--- config.mk ---
export PLATFORM = sky130hd
export DESIGN_NAME = mips_cpu_main_control
export DESIGN_NICKNAME = d
export VERILOG_FILES = /design/src/rtl/mips_cpu_main_control.sv
export SDC_FILE = /design/constraint.sdc
export NUM_CORES = 1
export LEC_CHECK = 0
export CAP_MARGIN = 20
export CORE_MARGIN = 5
export CORE_UTILIZATION = 39
export CTS_BUF_LIST = sky130_fd_sc_hd__clkbuf_8
export CTS_CLUSTER_DIAMETER = 30
export DETAILED_ROUTE_END_ITERATION = 12
export HOLD_SLACK_MARGIN = 0.02
export PLACE_DENSITY_LB_ADDON = 0.08
export SLEW_MARGIN = 10
export SYNTH_ARGS = -nofsm -noshare
export SYNTH_HDL_FRONTEND = slang
export SYNTH_SLANG_ARGS = --single-unit
--- constraint.sdc ---
create_clock -name clk -period 2.1 [get_ports clk]
set_input_delay 0.21 -clock clk [delete_from_list [all_inputs] [get_ports clk]]
set_output_delay 0.21 -clock clk [all_outputs]
set_load 0.02 [all_outputs]
--- src/rtl/mips_cpu_main_control.sv ---
// Multicycle main control FSM for the MIPS CPU: sequences fetch/decode/exec/mem/wb,
// drives datapath strobes and ALUOp, and flags memory accesses that stall too long.
module mips_cpu_main_control #(
    parameter int WAIT_TIMEOUT = 0
) (
    input  logic       clk,
    input  logic       reset_n,
    input  logic [5:0] opcode,
    input  logic [5:0] funct,
    input  logic       jr_target_zero,
    input  logic       waitrequest,
    output logic [3:0] ALUOp,
    output logic       alu_src_a,
    output logic [1:0] alu_src_b,
    output logic       iord,
    output logic       mem_read,
    output logic       mem_write,
    output logic       ir_write,
    output logic       pc_write,
    output logic       pc_write_cond,
    output logic       reg_write,
    output logic [1:0] pc_source,
    output logic [1:0] reg_dst,
    output logic       mem_to_reg,
    output logic       active,
    output logic       mem_timeout
);

    localparam logic [5:0] OP_RTYPE  = 6'b000000;
    localparam logic [5:0] OP_REGIMM = 6'b000001;
    localparam logic [5:0] OP_J      = 6'b000010;
    localparam logic [5:0] OP_JAL    = 6'b000011;
    localparam logic [5:0] OP_BEQ    = 6'b000100;
    localparam logic [5:0] OP_BNE    = 6'b000101;
    localparam logic [5:0] OP_BLEZ   = 6'b000110;
    localparam logic [5:0] OP_BGTZ   = 6'b000111;
    localparam logic [5:0] OP_ADDIU  = 6'b001001;
    localparam logic [5:0] OP_SLTIU  = 6'b001011;
    localparam logic [5:0] OP_ANDI   = 6'b001100;
    localparam logic [5:0] OP_ORI    = 6'b001101;
    localparam logic [5:0] OP_XORI   = 6'b001110;
    localparam logic [5:0] OP_LW     = 6'b100011;
    localparam logic [5:0] OP_SW     = 6'b101011;
    localparam logic [5:0] FN_JR     = 6'b001000;

    localparam int CNT_W = (WAIT_TIMEOUT > 0) ? $clog2(WAIT_TIMEOUT + 1) : 1;
    localparam logic [CNT_W-1:0] TIMEOUT_V = CNT_W'(WAIT_TIMEOUT);

    typedef enum logic [2:0] {
        FETCH, DECODE, EXEC, MEM, WB, HALT
    } state_t;

    state_t             state_q, state_d;
    logic               active_q, active_d;
    logic [CNT_W-1:0]   stall_cnt_q, stall_cnt_d;
    logic               mem_timeout_q, mem_timeout_d;

    always_ff @(posedge clk or negedge reset_n) begin
        if (!reset_n) begin
            state_q       <= FETCH;
            active_q      <= 1'b0;
            stall_cnt_q   <= '0;
            mem_timeout_q <= 1'b0;
        end else begin
            state_q       <= state_d;
            active_q      <= active_d;
            stall_cnt_q   <= stall_cnt_d;
            mem_timeout_q <= mem_timeout_d;
        end
    end

    always_comb begin
        state_d       = state_q;
        ALUOp         = 4'b0000;
        alu_src_a     = 1'b0;
        alu_src_b     = 2'b00;
        iord          = 1'b0;
        mem_read      = 1'b0;
        mem_write     = 1'b0;
        ir_write      = 1'b0;
        pc_write      = 1'b0;
        pc_write_cond = 1'b0;
        reg_write     = 1'b0;
        pc_source     = 2'b00;
        reg_dst       = 2'b00;
        mem_to_reg    = 1'b0;
        case (state_q)
            FETCH: begin
                // active_q is low only in the cycle between reset release and the first edge
                if (active_q) begin
                    mem_read  = 1'b1;
                    ALUOp     = 4'b0011;
                    alu_src_b = 2'b01;
                    if (!waitrequest) begin
                        ir_write = 1'b1;
                        pc_write = 1'b1;
                        state_d  = DECODE;
                    end
                end
            end
            DECODE: begin
                ALUOp     = 4'b0011;
                alu_src_b = 2'b11;
                state_d   = EXEC;
            end
            EXEC: begin
                state_d = FETCH;
                case (opcode)
                    OP_RTYPE: begin
                        ALUOp     = 4'b0010;
                        alu_src_a = 1'b1;
                        if (funct == FN_JR) begin
                            pc_source = 2'b11;
                            pc_write  = 1'b1;
                            state_d   = jr_target_zero ? HALT : FETCH;
                        end else begin
                            state_d = WB;
                        end
                    end
                    OP_ADDIU, OP_ANDI, OP_ORI, OP_XORI, OP_SLTIU: begin
                        case (opcode)
                            OP_ANDI:  ALUOp = 4'b0100;
                            OP_ORI:   ALUOp = 4'b0101;
                            OP_XORI:  ALUOp = 4'b0110;
                            OP_SLTIU: ALUOp = 4'b0111;
                            default:  ALUOp = 4'b0000;
                        endcase
                        alu_src_a = 1'b1;
                        alu_src_b = 2'b10;
                        state_d   = WB;
                    end
                    OP_LW, OP_SW: begin
                        alu_src_a = 1'b1;
                        alu_src_b = 2'b10;
                        state_d   = MEM;
                    end
                    OP_BEQ, OP_BNE, OP_BGTZ, OP_BLEZ, OP_REGIMM: begin
                        case (opcode)
                            OP_BEQ:  ALUOp = 4'b0001;
                            OP_BNE:  ALUOp = 4'b1000;
                            OP_BGTZ: ALUOp = 4'b1001;
                            OP_BLEZ: ALUOp = 4'b1010;
                            default: ALUOp = 4'b1011;
                        endcase
                        alu_src_a     = 1'b1;
                        pc_source     = 2'b01;
                        pc_write_cond = 1'b1;
                    end
                    OP_J, OP_JAL: begin
                        pc_source = 2'b10;
                        pc_write  = 1'b1;
                        if (opcode == OP_JAL) begin
                            reg_write = 1'b1;
                            reg_dst   = 2'b10;
                        end
                    end
                    default: ;
                endcase
            end
            MEM: begin
                iord      = 1'b1;
                mem_read  = (opcode == OP_LW);
                mem_write = (opcode != OP_LW);
                if (!waitrequest) state_d = (opcode == OP_LW) ? WB : FETCH;
            end
            WB: begin
                reg_write = 1'b1;
                state_d   = FETCH;
                if (opcode == OP_LW)         mem_to_reg = 1'b1;
                else if (opcode == OP_RTYPE) reg_dst    = 2'b01;
            end
            HALT: ;
            default: state_d = FETCH;
        endcase
    end

    always_comb begin
        active_d      = (state_d != HALT);
        stall_cnt_d   = stall_cnt_q;
        mem_timeout_d = mem_timeout_q;
        // Counter saturates at the limit; the FSM itself never gives up on a stalled access
        if ((mem_read || mem_write) && waitrequest) begin
            if (stall_cnt_q != TIMEOUT_V) stall_cnt_d = stall_cnt_q + CNT_W'(1);
            if ((WAIT_TIMEOUT != 0) && (stall_cnt_d == TIMEOUT_V)) mem_timeout_d = 1'b1;
        end else if (mem_read || mem_write) begin
            stall_cnt_d = '0;
        end
    end

    assign active      = active_q;
    assign mem_timeout = mem_timeout_q;

endmodule

* Yosys cells after proc, flatten, opt, wreduce, memory -nomap -nowiden
Index checks and enable logic that the tools add are counted.
Cells by class: equal/unequal tests 22, multiplexer cells 43, reduce and logical (&&, ||, !) cells 8
Operators with widths (count):
- 6-bit by 4-bit equality test with 1-bit output (second input constant) | 6
- 6-bit by 3-bit equality test with 1-bit output (second input constant) | 4
- 4-bit one-hot mux with 3 select lines | 2
- 1-bit 2-to-1 mux | 18
- 3-bit 2-to-1 mux | 6
- 4-bit one-hot mux with 4 select lines | 1
- 3-bit one-hot mux with 5 select lines | 1
- 13-bit OR reduction | 1
- 6-bit by 2-bit equality test with 1-bit output (second input constant) | 2
- 6-bit equality test (second input constant) | 2
- 2-bit 2-to-1 mux | 6
- 2-bit one-hot mux with 3 select lines | 2
- 3-bit one-hot mux with 4 select lines | 1
- 5-bit OR reduction | 2
- 3-bit one-hot mux with 3 select lines | 1
- 1-bit one-hot mux with 2 select lines | 4
- 7-bit OR reduction | 1
- 3-bit by 2-bit equality test with 1-bit output (second input constant) | 2
- 3-bit equality test (second input constant) | 2
- 6-bit by 1-bit equality test with 1-bit output (second input constant) | 1
- 6-bit logical NOT | 1
- 6-bit != test (second input constant) | 1
- 2-bit one-hot mux with 2 select lines | 1
- 2-bit OR reduction | 2
- 3 further kinds | 3
Word-level totals: flip-flop bits (word level) 4, input port bits 16, logic and storage cells 75

* Logic depth before layout (Yosys ltp)
depth in word-level cells 5, mapped depth 7

* Worst setup path after synthesis
No wires, ideal clock.
path kind register to output, start reg state_q[1], end out reg_write, arrival 1.923 ns, required time 1.890 ns, path slack -0.033 ns, stages on the path, launching flop included 7, buffers on the path 2, cells stage by stage dfrtp_1 -> buf_4 -> or3b_4 -> or3_1 -> buf_6 -> nor4_4 -> nand2b_1
Between the ends: cells in the longest elaborated chain, start to end 2, elaborated cells on any way between the ends 3, classes of those cells 2 x eq/ne; 1 x mux
Ends and longest elaborated chain:
- start: declaration | line 53 | state_t state_q, state_d;
- start signal: assignment | line 65 | state_q <= state_d;
- 3-bit equality test / 3-bit by 2-bit equality test with 1-bit output (equally long branches) | line 87 | case (state_q)
- 1-bit one-hot mux with 2 select lines * | line 87
- end: declaration | line 21 | output logic reg_write,
Every way passes the cells marked *; elsewhere a longest branch is shown, timed or not.

* Final worst setup path
start reg state_q[2], end out reg_write
Same word-level chain as after synthesis.

==> metrics.txt <==
Core ar. 1540 um2; clk sinks 4; Crit. End Element output pin; hold crit path type in2async; R2R setup slack 210 ps; largest net degree at the start of global routing 14; Sw Share 45.5%; CTS Root Cell clkbuf_8; RSZ-0062 raised after global routing yes; Final ANT Viol Nets 0; Clk network pwr share 14.1%; Core Rows 14; antenna fix cells 0; CTS tree built; number of setup buffers added after CTS 0; Post-DP HPWL 1620 um; vias in the first global route 777; Die Ht 50.7 um; Final Non-Filler Cells 159; TritonCTS buffer count 3; layout cells sized above 1 35.7%; Cell Int Power 0.617 mW; WP data arrival 1940 ps; Top Ports 37; Synth Area per Inst 6.88 um2; Final Wtd Congestion 0.788; total wire length 2100 um; Highest Clock Rate 0.465 GHz; Synth cell types 40; Clock Pin Slew Worst Setup and Hold Paths 30 ps; Critical Path Fanout Max 4; Leak 0.553 nW; WS Path Type reg2out; placed insts 156; Post-synth EDFFs 0; ys async rst share 100%; synthesis-to-finish area growth 79.3%; Hold Buf Count CTS 0; Final nets 161; TritonRoute pass-1 iters 4; total negative slack -66.5 ps; Synth Net Count 110; failing checks setup timing; chip width 50.7 um; reg2reg end active; post-synthesis sequential area ratio 15.5%; initial core utilization 42.0%; Startpoint Class register; Die Area 2570 um2; Clock Skew 1.01 ps; Synth Warn # 0; CTS H-tree depth 1; post-DR wirelength/cell 13.2 um; # port buffers 35; power share of the combinational group 74.0%; Hold Fails Final Rpt 0; Worst-Skew Late Latency 210 ps; post-synthesis cell count 94; sequential power share 11.9%; DR iter-0 viols 15; Worst R2R Path Depth 6; Final Cycle Share 102%; first-pass GRT wire length 3410 um; max cap viols 0; power per cell area 976 nW/um2; Worst Path Required 1890 ps; Mapped Area 647 um2; GRT Overall Usage 16.3%; DR vias/cell 5.26; Net Switching 0.516 mW; via count 836; Max clock buf depth 2; Fillers 123; DRC viols 0; synthesized flop and latch total 4; VDD IR max 0.935 mV; worst reg2reg startpoint state_q[0]; GRT overflow 0; minimum clock period 2150 ps; final setup fails 2; status finished, violations left; Final Slew Violations 0; antenna violations before repair 0; ys flop type dfrtp_1; final worst slack -52.0 ps; register area 100 um2; multi-input logic area 519 um2
==> kinds of logic after synthesis <==
family | count (synthesis) | share of synthesized area [%]
other | 1 | 0.580
DFF | 4 | 15.5
and+or+nand+nor | 49 | 45.8
AOI/OAI and AO/OA | 23 | 23.2
xor gates and xnor gates | 3 | 4.06
buffers and inverters | 14 | 10.8
==> layout by cell type (no fill, tap or decap), drive strengths merged, types with 2 or more instances in the layout <==
master and n:
or4 2, nand2 6, nor3 9, a21oi 3, nand3 5, o21ai 10
inv 4, nand3b 2, buf 33, and3 2, nor4 4, clkdlybuf4s50 16
clkbuf 6, nor2 10, xor2 2, dfrtp 4, dlymetal6s2s 4, nand2b 2
or3 2
==> sequential cells by signal (all words and copies together) (netlist names) <==
name and cells:
state_q 3, active 1
==> stage by stage <==
step	hold WS, ps	power (mW)	cell area [um2]	setup slack [ps]	utilization (%)
after floorplan	-85.6	0.607	649	22.9	-
after global placement	417	0.992	1120	-406	72.8
after detailed placement	428	0.995	1120	-445	72.8
after CTS	202	1.10	1130	-120	73.5
after global routing	219	1.23	1160	-130	75.2
final	198	1.13	1160	-52.0	75.2
==> worst max-delay path, cell delays in order, from the launching register on <==
cell and delay [ps]:
dfrtp_1 380, or3b_4 400, or3_4 380, buf_6 150, nor4_4 130, nand2b_2 150
buf_4 130
==> area by class of cell <==
| class | instances | area share (%) |
|---|---|---|
| multi-input combinational | 76 | 44.8 |
| timing repair buffer | 56 | 40.0 |
| sequential | 4 | 8.63 |
| clock buffer | 3 | 3.56 |
| tap | 16 | 1.73 |
| inverter | 4 | 1.29 |
==> worst max path at each step <==
stage / end / depth (start not counted) / startpoint / slack [ps]
2_1_floorplan: pc_source[0] / 7 / state_q[1] / 20
4_1_cts: pc_write / 6 / opcode[1] / -120
3_3_place_gp: pc_write / 6 / opcode[1] / -410
3_5_place_dp: pc_write / 6 / opcode[1] / -440
5_1_grt: pc_source[1] / 6 / state_q[2] / -130
6_report: reg_write / 6 / state_q[2] / -50
==> layer usage <==
layer	part of all wire, %	wire (um)	track usage [%]	up-vias
met5	0	0	0	-
met4	0	0	6.38	0
met3	5.2	109	3.25	0
met2	45	947	23.3	27
met1	50	1050	23.6	368
li1	-	-	-	441
==> synthesized netlist by cell type, drive strengths merged, types with 2 or more instances <==
master,n,area share [%]
nand3b,2,2.3
and3,2,1.9
or4,2,2.3
or3,2,1.9
nor4,4,7.2
nand2b,2,1.9
buf,6,6.2
dfrtp,4,15
xor2,2,2.7
a21oi,3,2.3
nand3,5,3.9
nor3,9,8.7
nor2,10,5.8
nand2,6,3.5
o21ai,10,7.7
clkbuf,4,2.3
inv,4,2.3
==> power groups by stage <==
stage | sequential, mW | clock, mW | combinational [mW]
floorplan | 0.134 | 0 | 0.473
global placement | 0.132 | 0 | 0.860
detailed placement | 0.135 | 0 | 0.861
CTS | 0.134 | 0.162 | 0.806
global route | 0.137 | 0.173 | 0.917
finish | 0.135 | 0.159 | 0.838
==> timing repair <==
item / in CTS / in global routing
pin swaps: 0 / 2
cloned: 0 / 0
resized for setup: 57 / 30
hold endpoints to repair: 0 / 0
setup endpoints to repair: 15 / 17
Note: power is estimated with default switching activity, not from simulation.
